==> config.mk <==
export PLATFORM = sky130hd
export DESIGN_NAME = control_unit_mc
export DESIGN_NICKNAME = d
export VERILOG_FILES = /design/src/rtl/control_unit_mc.sv
export SDC_FILE = /design/constraint.sdc
export NUM_CORES = 1
export LEC_CHECK = 0
export ABC_CLOCK_PERIOD_IN_PS = 5160
export CELL_PAD_IN_SITES_DETAIL_PLACEMENT = 0
export CELL_PAD_IN_SITES_GLOBAL_PLACEMENT = 1
export CORE_MARGIN = 2
export CORE_UTILIZATION = 40
export CTS_BUF_LIST = sky130_fd_sc_hd__clkbuf_2
export DETAILED_ROUTE_END_ITERATION = 8
export HOLD_SLACK_MARGIN = 0.06
export PLACE_DENSITY_LB_ADDON = 0.12
export SLEW_MARGIN = 20
export SYNTH_ARGS = -nofsm -noshare
export SYNTH_HDL_FRONTEND = slang
export SYNTH_SLANG_ARGS = --single-unit
==> constraint.sdc <==
create_clock -name CLK -period 5.16 [get_ports CLK]
set_input_delay 1.032 -clock CLK [delete_from_list [all_inputs] [get_ports CLK]]
set_output_delay 1.032 -clock CLK [all_outputs]
set_load 0.01 [all_outputs]
==> src/rtl/control_unit_mc.sv <==
// control_unit_mc: multi-cycle control unit sequencing FETCH/EXEC/MEM_WAIT/FACT_WAIT/DONE.
// One instruction is latched per fetch handshake. Every output is a flop: the EXEC-phase
// strobes are decoded while the instruction is being latched, so they are valid for the
// whole EXEC cycle. They are then held through any memory or factorial wait and cleared
// on entry to DONE, where the PC update strobe is issued.
module control_unit_mc #(
    parameter int OPCODE_W     = 6,
    parameter int REG_ADDR_W   = 1,
    parameter int FACT_TIMEOUT = 255
) (
    input  logic                     CLK,
    input  logic                     RST,
    input  logic                     INSTR_VALID,
    output logic                     INSTR_ACK,
    input  logic [OPCODE_W-1:0]      OPCODE,
    input  logic [REG_ADDR_W-1:0]    REGISTER_ADDRESS,
    input  logic [1:0]               REGISTER_ADDRESS_STACK,
    input  logic [8:0]               IMMEDIATE,
    output logic [8:0]               IMM_OUT,
    input  logic [3:0]               FLAGS,
    input  logic                     MEM_READY,
    input  logic                     FACT_END,
    output logic                     ALU,
    output logic                     LOAD,
    output logic                     STORE,
    output logic                     COPY,
    output logic                     PUSH,
    output logic                     POP,
    output logic                     MOV,
    output logic                     FACT,
    output logic                     BRA,
    output logic                     SEL_FLAG,
    output logic                     SEL_ACC,
    output logic                     SEL_PC,
    output logic [2**REG_ADDR_W-1:0] SEL_REG,
    output logic                     PC_INC,
    output logic                     BUSY,
    output logic                     ILLEGAL,
    output logic                     FACT_TIMEOUT_ERR
);

    localparam int NUM_REGS = 2**REG_ADDR_W;
    localparam int CNT_W    = $clog2(FACT_TIMEOUT + 1);

    // Opcodes are compared at full width, so any set upper bit makes an opcode illegal.
    localparam logic [OPCODE_W-1:0] OP_BRO       = OPCODE_W'(6'b000011);
    localparam logic [OPCODE_W-1:0] OP_BRA       = OPCODE_W'(6'b000100);
    localparam logic [OPCODE_W-1:0] OP_ALU_FIRST = OPCODE_W'(6'b010000);
    localparam logic [OPCODE_W-1:0] OP_ALU_LAST  = OPCODE_W'(6'b010111);
    localparam logic [OPCODE_W-1:0] OP_CMP       = OPCODE_W'(6'b010100);
    localparam logic [OPCODE_W-1:0] OP_FACT      = OPCODE_W'(6'b011000);
    localparam logic [OPCODE_W-1:0] OP_MOV       = OPCODE_W'(6'b011001);
    localparam logic [OPCODE_W-1:0] OP_LOAD      = OPCODE_W'(6'b011010);
    localparam logic [OPCODE_W-1:0] OP_STORE     = OPCODE_W'(6'b011011);
    localparam logic [OPCODE_W-1:0] OP_COPY0     = OPCODE_W'(6'b011100);
    localparam logic [OPCODE_W-1:0] OP_COPY1     = OPCODE_W'(6'b011101);
    localparam logic [OPCODE_W-1:0] OP_PUSH      = OPCODE_W'(6'b011110);
    localparam logic [OPCODE_W-1:0] OP_POP       = OPCODE_W'(6'b011111);

    typedef enum logic [2:0] {
        S_FETCH,
        S_EXEC,
        S_MEM_WAIT,
        S_FACT_WAIT,
        S_DONE
    } state_t;

    state_t                state_q, state_d;
    logic [OPCODE_W-1:0]   ir_opcode_q, ir_opcode_d;
    logic [8:0]            imm_q, imm_d;
    logic [CNT_W-1:0]      cnt_q, cnt_d;
    logic                  ack_q, ack_d;
    logic                  alu_q, alu_d;
    logic                  load_q, load_d;
    logic                  store_q, store_d;
    logic                  copy_q, copy_d;
    logic                  push_q, push_d;
    logic                  pop_q, pop_d;
    logic                  mov_q, mov_d;
    logic                  fact_q, fact_d;
    logic                  bra_q, bra_d;
    logic                  sel_flag_q, sel_flag_d;
    logic                  sel_acc_q, sel_acc_d;
    logic                  sel_pc_q, sel_pc_d;
    logic [NUM_REGS-1:0]   sel_reg_q, sel_reg_d;
    logic                  pc_inc_q, pc_inc_d;
    logic                  busy_q, busy_d;
    logic                  illegal_q, illegal_d;
    logic                  fact_err_q, fact_err_d;

    logic [NUM_REGS-1:0]   reg_onehot;
    logic                  use_stack;
    logic                  go_done;

    assign reg_onehot = NUM_REGS'(1) << REGISTER_ADDRESS;

    // Next-state and next-output decode; go_done funnels every exit into DONE through one place.
    always_comb begin
        state_d     = state_q;
        ir_opcode_d = ir_opcode_q;
        imm_d       = imm_q;
        cnt_d       = cnt_q;
        ack_d       = 1'b0;
        alu_d       = alu_q;
        load_d      = load_q;
        store_d     = store_q;
        copy_d      = copy_q;
        push_d      = push_q;
        pop_d       = pop_q;
        mov_d       = mov_q;
        fact_d      = fact_q;
        bra_d       = bra_q;
        sel_flag_d  = sel_flag_q;
        sel_acc_d   = sel_acc_q;
        sel_pc_d    = sel_pc_q;
        sel_reg_d   = sel_reg_q;
        pc_inc_d    = 1'b0;
        illegal_d   = 1'b0;
        fact_err_d  = 1'b0;
        use_stack   = 1'b0;
        go_done     = 1'b0;

        case (state_q)
            S_FETCH: begin
                if (INSTR_VALID) begin
                    state_d     = S_EXEC;
                    ack_d       = 1'b1;
                    ir_opcode_d = OPCODE;
                    imm_d       = IMMEDIATE;
                    cnt_d       = '0;
                    if (OPCODE <= OP_BRO) begin
                        bra_d = FLAGS[2'd3 - OPCODE[1:0]];
                    end else if (OPCODE == OP_BRA) begin
                        bra_d = 1'b1;
                    end else if (OPCODE >= OP_ALU_FIRST && OPCODE <= OP_ALU_LAST) begin
                        alu_d      = 1'b1;
                        sel_flag_d = 1'b1;
                        if (OPCODE != OP_CMP) begin
                            sel_reg_d = reg_onehot;
                        end
                    end else if (OPCODE == OP_MOV) begin
                        mov_d     = 1'b1;
                        sel_reg_d = reg_onehot;
                    end else if (OPCODE == OP_COPY0) begin
                        copy_d    = 1'b1;
                        sel_reg_d = NUM_REGS'(1);
                    end else if (OPCODE == OP_COPY1) begin
                        copy_d    = 1'b1;
                        sel_reg_d = NUM_REGS'(2);
                    end else if (OPCODE == OP_LOAD) begin
                        load_d    = 1'b1;
                        sel_reg_d = reg_onehot;
                    end else if (OPCODE == OP_STORE) begin
                        store_d   = 1'b1;
                        sel_reg_d = reg_onehot;
                    end else if (OPCODE == OP_PUSH) begin
                        push_d    = 1'b1;
                        store_d   = 1'b1;
                        use_stack = 1'b1;
                    end else if (OPCODE == OP_POP) begin
                        pop_d     = 1'b1;
                        load_d    = 1'b1;
                        use_stack = 1'b1;
                    end else if (OPCODE == OP_FACT) begin
                        fact_d    = 1'b1;
                        sel_reg_d = reg_onehot;
                    end else begin
                        illegal_d = 1'b1;
                    end
                    if (use_stack) begin
                        case (REGISTER_ADDRESS_STACK)
                            2'd0:    sel_reg_d = NUM_REGS'(1);
                            2'd1:    sel_reg_d = NUM_REGS'(2);
                            2'd2:    sel_acc_d = 1'b1;
                            default: sel_pc_d  = 1'b1;
                        endcase
                    end
                end
            end
            S_EXEC: begin
                if (ir_opcode_q == OP_LOAD || ir_opcode_q == OP_STORE ||
                    ir_opcode_q == OP_PUSH || ir_opcode_q == OP_POP) begin
                    state_d = S_MEM_WAIT;
                end else if (ir_opcode_q == OP_FACT) begin
                    // The EXEC cycle already counts as the first cycle FACT is high.
                    state_d = S_FACT_WAIT;
                    cnt_d   = CNT_W'(1);
                end else begin
                    go_done = 1'b1;
                end
            end
            S_MEM_WAIT: begin
                if (MEM_READY) begin
                    go_done = 1'b1;
                end
            end
            S_FACT_WAIT: begin
                if (FACT_END) begin
                    go_done = 1'b1;
                end else if ((int'(cnt_q) + 1) >= FACT_TIMEOUT) begin
                    fact_err_d = 1'b1;
                    go_done    = 1'b1;
                end else begin
                    cnt_d = cnt_q + CNT_W'(1);
                end
            end
            S_DONE: begin
                state_d = S_FETCH;
            end
            default: begin
                state_d = S_FETCH;
            end
        endcase

        if (go_done) begin
            state_d    = S_DONE;
            pc_inc_d   = !bra_q && !(pop_q && sel_pc_q);
            alu_d      = 1'b0;
            load_d     = 1'b0;
            store_d    = 1'b0;
            copy_d     = 1'b0;
            push_d     = 1'b0;
            pop_d      = 1'b0;
            mov_d      = 1'b0;
            fact_d     = 1'b0;
            bra_d      = 1'b0;
            sel_flag_d = 1'b0;
            sel_acc_d  = 1'b0;
            sel_pc_d   = 1'b0;
            sel_reg_d  = '0;
        end

        busy_d = (state_d != S_FETCH);
    end

    // State, IR and all registered outputs; reset clears everything on the same edge.
    always_ff @(posedge CLK) begin
        if (RST) begin
            state_q     <= S_FETCH;
            ir_opcode_q <= '0;
            imm_q       <= '0;
            cnt_q       <= '0;
            ack_q       <= 1'b0;
            alu_q       <= 1'b0;
            load_q      <= 1'b0;
            store_q     <= 1'b0;
            copy_q      <= 1'b0;
            push_q      <= 1'b0;
            pop_q       <= 1'b0;
            mov_q       <= 1'b0;
            fact_q      <= 1'b0;
            bra_q       <= 1'b0;
            sel_flag_q  <= 1'b0;
            sel_acc_q   <= 1'b0;
            sel_pc_q    <= 1'b0;
            sel_reg_q   <= '0;
            pc_inc_q    <= 1'b0;
            busy_q      <= 1'b0;
            illegal_q   <= 1'b0;
            fact_err_q  <= 1'b0;
        end else begin
            state_q     <= state_d;
            ir_opcode_q <= ir_opcode_d;
            imm_q       <= imm_d;
            cnt_q       <= cnt_d;
            ack_q       <= ack_d;
            alu_q       <= alu_d;
            load_q      <= load_d;
            store_q     <= store_d;
            copy_q      <= copy_d;
            push_q      <= push_d;
            pop_q       <= pop_d;
            mov_q       <= mov_d;
            fact_q      <= fact_d;
            bra_q       <= bra_d;
            sel_flag_q  <= sel_flag_d;
            sel_acc_q   <= sel_acc_d;
            sel_pc_q    <= sel_pc_d;
            sel_reg_q   <= sel_reg_d;
            pc_inc_q    <= pc_inc_d;
            busy_q      <= busy_d;
            illegal_q   <= illegal_d;
            fact_err_q  <= fact_err_d;
        end
    end

    assign INSTR_ACK        = ack_q;
    assign IMM_OUT          = imm_q;
    assign ALU              = alu_q;
    assign LOAD             = load_q;
    assign STORE            = store_q;
    assign COPY             = copy_q;
    assign PUSH             = push_q;
    assign POP              = pop_q;
    assign MOV              = mov_q;
    assign FACT             = fact_q;
    assign BRA              = bra_q;
    assign SEL_FLAG         = sel_flag_q;
    assign SEL_ACC          = sel_acc_q;
    assign SEL_PC           = sel_pc_q;
    assign SEL_REG          = sel_reg_q;
    assign PC_INC           = pc_inc_q;
    assign BUSY             = busy_q;
    assign ILLEGAL          = illegal_q;
    assign FACT_TIMEOUT_ERR = fact_err_q;

endmodule
* After elaboration in Yosys (flattened, before gate mapping)
Index checks and enable logic that the tools add are counted.
** Word-level totals
- Register bits after elaboration :: 44
- Input bits :: 27
** Cells by class
- Reduce and logical (&&, ||, !) cells :: 36
- Bitwise operators :: 15
- $lt $le $gt $ge :: 5
- Add/subtract/negate cells :: 3
- Mux-type cells :: 57
- Shift operators :: 1
- Equality and inequality tests :: 27
** Operators with widths (count)
- == test 6 x 5 -> 1 bit, second input constant :: 13
- two-way mux 8 bit :: 5
- two-way mux 1 bit :: 30
- two-way mux 2 bit :: 13
- case mux 8 bit (3 select lines) :: 1
- AND reduction 11 bit :: 2
- inverter 1 bit :: 15
- inequality test 2 bit, second input constant :: 7
- AND reduction 13 bit :: 1
- OR reduction 13 bit :: 1
- two-way mux 3 bit :: 4
- AND reduction 12 bit :: 1
- AND reduction 6 bit :: 2
- AND reduction 10 bit :: 1
- adder 8 x 1 -> 9 bit, second input constant :: 1
- >= comparator 9 x 8 -> 1 bit, second input constant :: 1
- case mux 3 bit (3 select lines) :: 1
- adder 8 x 1 -> 8 bit, second input constant :: 1
- AND reduction 4 bit :: 2
- nonzero test 2 bit :: 4
- OR reduction 2 bit :: 4
- AND reduction 7 bit :: 1
- == test 3 x 2 -> 1 bit, second input constant :: 2
- == test 6 x 3 -> 1 bit, second input constant :: 1
- other kinds (23) :: 30

* Depth between registers and ports, before layout
- Depth after elaboration :: 14
- Gate-level depth with buffers :: 10

* Least setup slack after synthesis
OpenSTA, ideal clock, no wires.
- Kind :: input to register
- Start point :: in OPCODE[4]
- End point :: reg sel_reg_q[0] (netlist: SEL_REG[0])
- Stages :: 7
- Slack :: 2.802 ns
- Required time :: 5.090 ns
- Data arrival time :: 2.288 ns
- Setup time :: 0.070 ns
- Cells stage by stage :: clkbuf_1 > or4b_1 > o32a_1 > and3_1 > o21ai_0 > nand2_1 > a21oi_1
** Between the ends
- Longest elaborated chain between the ends :: 14
** Ends and longest elaborated chain
- start, declared :: RTL line 15 : input logic [OPCODE_W-1:0] OPCODE,
- == test 6 x 5 -> 1 bit (on tied branches) :: RTL line 164, 160
- two-way mux 2 bit or two-way mux 1 bit (tied branches) :: RTL line 164, 160
- two-way mux 2 bit or two-way mux 1 bit (tied branches) :: RTL line 160, 156
- two-way mux 2 bit or two-way mux 1 bit (tied branches) :: RTL line 156, 153
- two-way mux 2 bit or two-way mux 1 bit (tied branches) :: RTL line 153, 150
- two-way mux 2 bit or two-way mux 1 bit (tied branches) :: RTL line 150, 147
- two-way mux 2 bit or two-way mux 1 bit (tied branches) :: RTL line 147, 144
- two-way mux 2 bit or two-way mux 1 bit (tied branches) :: RTL line 144, 141
- two-way mux 2 bit or two-way mux 1 bit (tied branches) :: RTL line 141, 135
- two-way mux 2 bit or two-way mux 1 bit (tied branches) :: RTL line 135, 133
- two-way mux 2 bit or two-way mux 1 bit (tied branches) :: RTL line 133, 131
- two-way mux 2 bit or two-way mux 1 bit (tied branches) :: RTL line 131, 125
- case mux 2 bit (2 select lines) or two-way mux 1 bit (tied branches) :: RTL line 171, 123
- two-way mux 2 bit (*) :: RTL line 170 : if (use_stack) begin
- end signal, assigned :: RTL line 279 : sel_reg_q <= sel_reg_d;
- end, declared :: RTL line 85 : logic [NUM_REGS-1:0] sel_reg_q, sel_reg_d;
Mark *: on every way between the ends. The rest lies on a longest branch, timed or not. The select of a mux whose other input is x is not followed.
A chain may end at the register's enable or synchronous reset.

* Worst setup path in the final report
- Start point :: in INSTR_VALID
- End point :: reg sel_acc_q (netlist: SEL_ACC)
** Between the ends
- Longest elaborated chain between the ends :: 1
** Ends and longest elaborated chain
- start, declared :: RTL line 13 : input logic INSTR_VALID,
- AND reduction 4 bit (no source line)
- end signal, assigned :: RTL line 277 : sel_acc_q <= sel_acc_d;
- end, declared :: RTL line 83 : logic sel_acc_q, sel_acc_d;
Every way passes these cells.

==> results.md <==
- For the pin with the worst max-slew slack, the measured transition is 0.6920 ns.
- The worst endpoint required time is 5.53 ns.
- The sequential cell area is 880.8 um^2.
- The multi-input combinational cell area is 1224 um^2.
- 0 antenna diodes ended up in the layout.
- The synthesis-to-layout area growth is 28.44%.
- The overall fraction of global-route tracks in use is 18.59%.
- Yosys mapped a number of flops with a built-in enable equal to 0.
- The flip-flop and latch count after synthesis is 44.
- A synthesized cell averages 8.094 um^2.
- The largest voltage drop on the vdd net is 112.5 uV.
- Counting flops with an async set or reset pin after synthesis yields a share of 0%.
- The type of the setup path with the least slack is input port to flip-flop.
- The placement row count is 27.
- The remaining max-slew budget at the tightest pin is 53.87%.
- Entering global routing, the biggest net connects 26 pins.
- The half-perimeter wire length after placement is 3851 um.
- The clock tree synthesis step divided the H-tree into 2 levels.
- The maximum clock frequency is 356.0 MHz.
- TritonCTS built the clock tree.
- The first global-routing pass estimated 9204 um of wire.
- The number of failing hold endpoints at the final stage came to 0.
- The clock-pin transition on the worst setup and hold timing paths is 0.24 ns.
- The final count of pins violating max slew is 0.
- The number of buffers on the longest clock path is 2.
- Between clock sinks in the finished design, the worst skew comes to 0.01502 ns.
- 55 I/O pins were placed.
- The synthesized-area fraction occupied by and/or/nand/nor cells is 26.76%.
- The x dimension of the die is 78.60 um.
- The final critical path time including I/O delays and setup is 2.809 ns.
- Across the run, the number of max-cap violations was 0.
- The final layout net count is 346.
- Summing the sequential cell areas from Yosys gives 39.57% of the chip area.
- The run finished with clean final reports.
- The prevailing post-synth register cell is dfxtp_1.
- The weighted congestion reported at the end of routability-driven placement is 0.8330.
- The summed instance area of the synthesized netlist is 2226 um^2.
- The count of non-filler cells in the finished layout is 390.
- The first-pass iteration count of the detailed router is 4.
- The post-route core utilization is 52.57%.
- The sum of internal, switching and leakage power is 0.0007130 W.
- The clock net sink count is 44.
- The number of resized instances in the post-cts repair step is 0.
- By area, the combinational part of the netlist is dominated by simple AND/OR/NAND/NOR gates.
- Ranked by instance count, the synthesized netlist is headed by dfxtp_1 (44), nand2_1 (41), a21oi_1 (29), nor2_1 (25), clkbuf_1 (13).
- In this run, the number of DRC markers left after iteration 0 of detailed routing was 70.
- Setup repair after global routing left no endpoint under its margin.
- For this run, design rule violations remaining after detail routing come to 0.
- The kind of cell adding the most delay to the critical path is simple AND/OR/NAND/NOR gates.
- In this run the worst path has a maximum fanout of 20.
- By instance count, the leading cell after synthesis is dfxtp_1.
- The synthesized netlist contains 58 unique library cells.
- The instance count after placement with tap cells included is 382.
- The via count of the first global-routing pass is 2005.
- The buffering stage count on the worst path with inverters included is 1.
- The critical path goes through clkdlybuf4s50_1, or4b_1, nor3_1, nand3b_1, a21oi_1.
- Synthesis produced a netlist with a net count of 304.
- The type of element capturing the critical path is a flip-flop.
- For this design the ratio of total power to cell area is 249.4 nW/um^2.
- The synthesized-area fraction occupied by xor and xnor cells is 0.3935%.
- The quantity of hold-fixing buffers added after cts is 0.
- The total wire length is 5472 um.
- In this run the tool buffered the top-level ports with 54 buffer cells.
- The biggest area contributor in the post-synthesis netlist is dfxtp_1.
- The area of the core is 5439 um^2.
- Of the available clock period, the critical path in the final layout requires 54.44%.
- The Yosys step of the flow raised 0 warnings.
- At the worst endpoint, the arrival time is 3.17 ns.
- The total die area is 6177 um^2.
- Counting the fill cells in the layout gives 547.
- STA classifies the critical path startpoint as an input port.
- The complex-gate fraction of the synthesized area is 24.85%.
- The buffer cell driving the clock tree root is clkbuf_2.
- After Yosys synthesis, full adders, half adders and majority gates account for 1.124% of the synthesized area.
- Summed over all cells, the static leakage comes to 1.034 nW.
- Yosys attributes the largest share of cell area to dfxtp_1 (40%), nand2_1 (6.9%), a21oi_1 (6.5%).
- Of the post-synthesis cell area, the part taken by muxes is 1.461%.
- The number of buffers inserted during clock tree synthesis is 5.
- The portion of synthesized cell area occupied by the leading cell type is 39.57%.
- Setup violations remaining at the end of the flow were counted as 0.
- The detailed-route wire length per cell is 14.03 um.
- The height of the die is 78.60 um.
- Synthesis handed over a netlist of 275 instances.
- The class of the most critical hold timing path is flip-flop to flip-flop.
- Global routing finished with a remaining overflow of 0.
- The number of buffers inserted to repair setup after CTS is 0.
- On the critical path, the stage with the largest delay is an instance of or4b_1.
- For this block, the via count after detailed routing is 2121.
- Adding up every negative setup slack in the final design gives 0 ns.
- The fraction of final layout cells with drive strength greater than 1 is 7.233%.
- The initial cell density of the core is 40.92%.
- The via density per instance is 5.438.
- The count of nets left with antenna violations once routing finished came out at 0.
- The longest individual stage delay on the worst path is 0.79 ns.
- The clock latency of the later-clocked register in the worst-skew pair is 0.42 ns.
- The number of antenna violations at the first check in global routing is 0.
==> worst min-delay path: stages, from the launching register on <==
cell and delay, ns:
dfxtp_1 0.36, nand2_1 0.05, a21oi_1 0.05
==> logic make-up after synthesis <==
| group | Yosys count |
|---|---|
| AO/OA/AOI/OAI | 80 |
| multiplexers | 2 |
| adder cells (fa/ha/maj) | 2 |
| buffers and inverters | 31 |
| AND/OR/NAND/NOR | 115 |
| XOR/XNOR | 1 |
| flip-flops | 44 |
==> metrics by stage <==
| stage | instance area [um^2] | setup slack (ns) | hold WS (ns) |
|---|---|---|---|
| floorplan | 2226 | 2.802 | 0.4320 |
| global route | 2859 | 2.225 | 0.4974 |
| finish | 2859 | 2.351 | 0.4725 |
| global placement | 2788 | 1.937 | 0.4411 |
| CTS | 2859 | 2.387 | 0.4750 |
| detailed placement | 2788 | 1.927 | 0.4482 |
==> state kept, by name, summed over array words and instances, names as in the netlist <==
register and count:
BRA 1, BUSY 1, COPY 1, FACT 1, FACT_TIMEOUT_ERR 1, ILLEGAL 1, IMM_OUT 9, INSTR_ACK 1
LOAD 1, MOV 1, PC_INC 1, POP 1, PUSH 1, SEL_ACC 1, SEL_FLAG 1, SEL_PC 1
SEL_REG 2, STORE 1, cnt_q 8, ir_opcode_q 6, state_q 3
==> final cells by class <==
cell class | instances | share of cell area [%]
multi-input cells | 200 | 42.80
flip-flops and latches | 44 | 30.81
repair buffers | 56 | 19.43
well taps | 72 | 3.151
clock inverters | 3 | 1.619
inverters | 10 | 1.313
clock buffers | 5 | 0.8753
==> power by group <==
| group | total [W] | internal (W) | leakage (nW) | switching (W) |
|---|---|---|---|---|
| combinational | 0.000136 | 0.0000645 | 0.636 | 0.0000713 |
| sequential | 0.000369 | 0.000357 | 0.358 | 0.0000125 |
| clock | 0.000208 | 0.0000835 | 0.0396 | 0.000124 |
==> metal layers <==
layer | vias up | global-route usage [%] | wire length (um)
met5 | - | 0 | 0
met4 | 0 | 7.368 | 103
met3 | 10 | 4.023 | 158
met2 | 38 | 30.17 | 2648
met1 | 1005 | 23.99 | 2561
li1 | 1068 | - | -
==> cell usage in the layout (no fill, tap or decap), types with 3 or more instances in the layout <==
master           count
inv_1               10
nor4_1               3
nor2_1              25
o31ai_1              5
a21o_1               5
a21oi_1             29
nand3b_1             3
clkdlybuf4s50_1     54
a31oi_1              8
and3_1               3
nor3b_1              3
nand2_1             41
clkbuf_2             5
nand2b_1             6
nor2b_1              5
o21ai_0              6
dfxtp_1             44
nand3_1              5
and3b_1              3
nor3_1               5
==> path summary, 6_finish.rpt <==
check | slack (ns) | start | to | cells after the start
max | 2.35 | INSTR_VALID | SEL_ACC | 5
min | 0.47 | IMM_OUT[3] | IMM_OUT[3] | 2
max reg2reg | 2.90 | state_q[1] | SEL_ACC | 4
min reg2reg | 0.47 | IMM_OUT[3] | IMM_OUT[3] | 2
(Power assumes the default switching activity.)
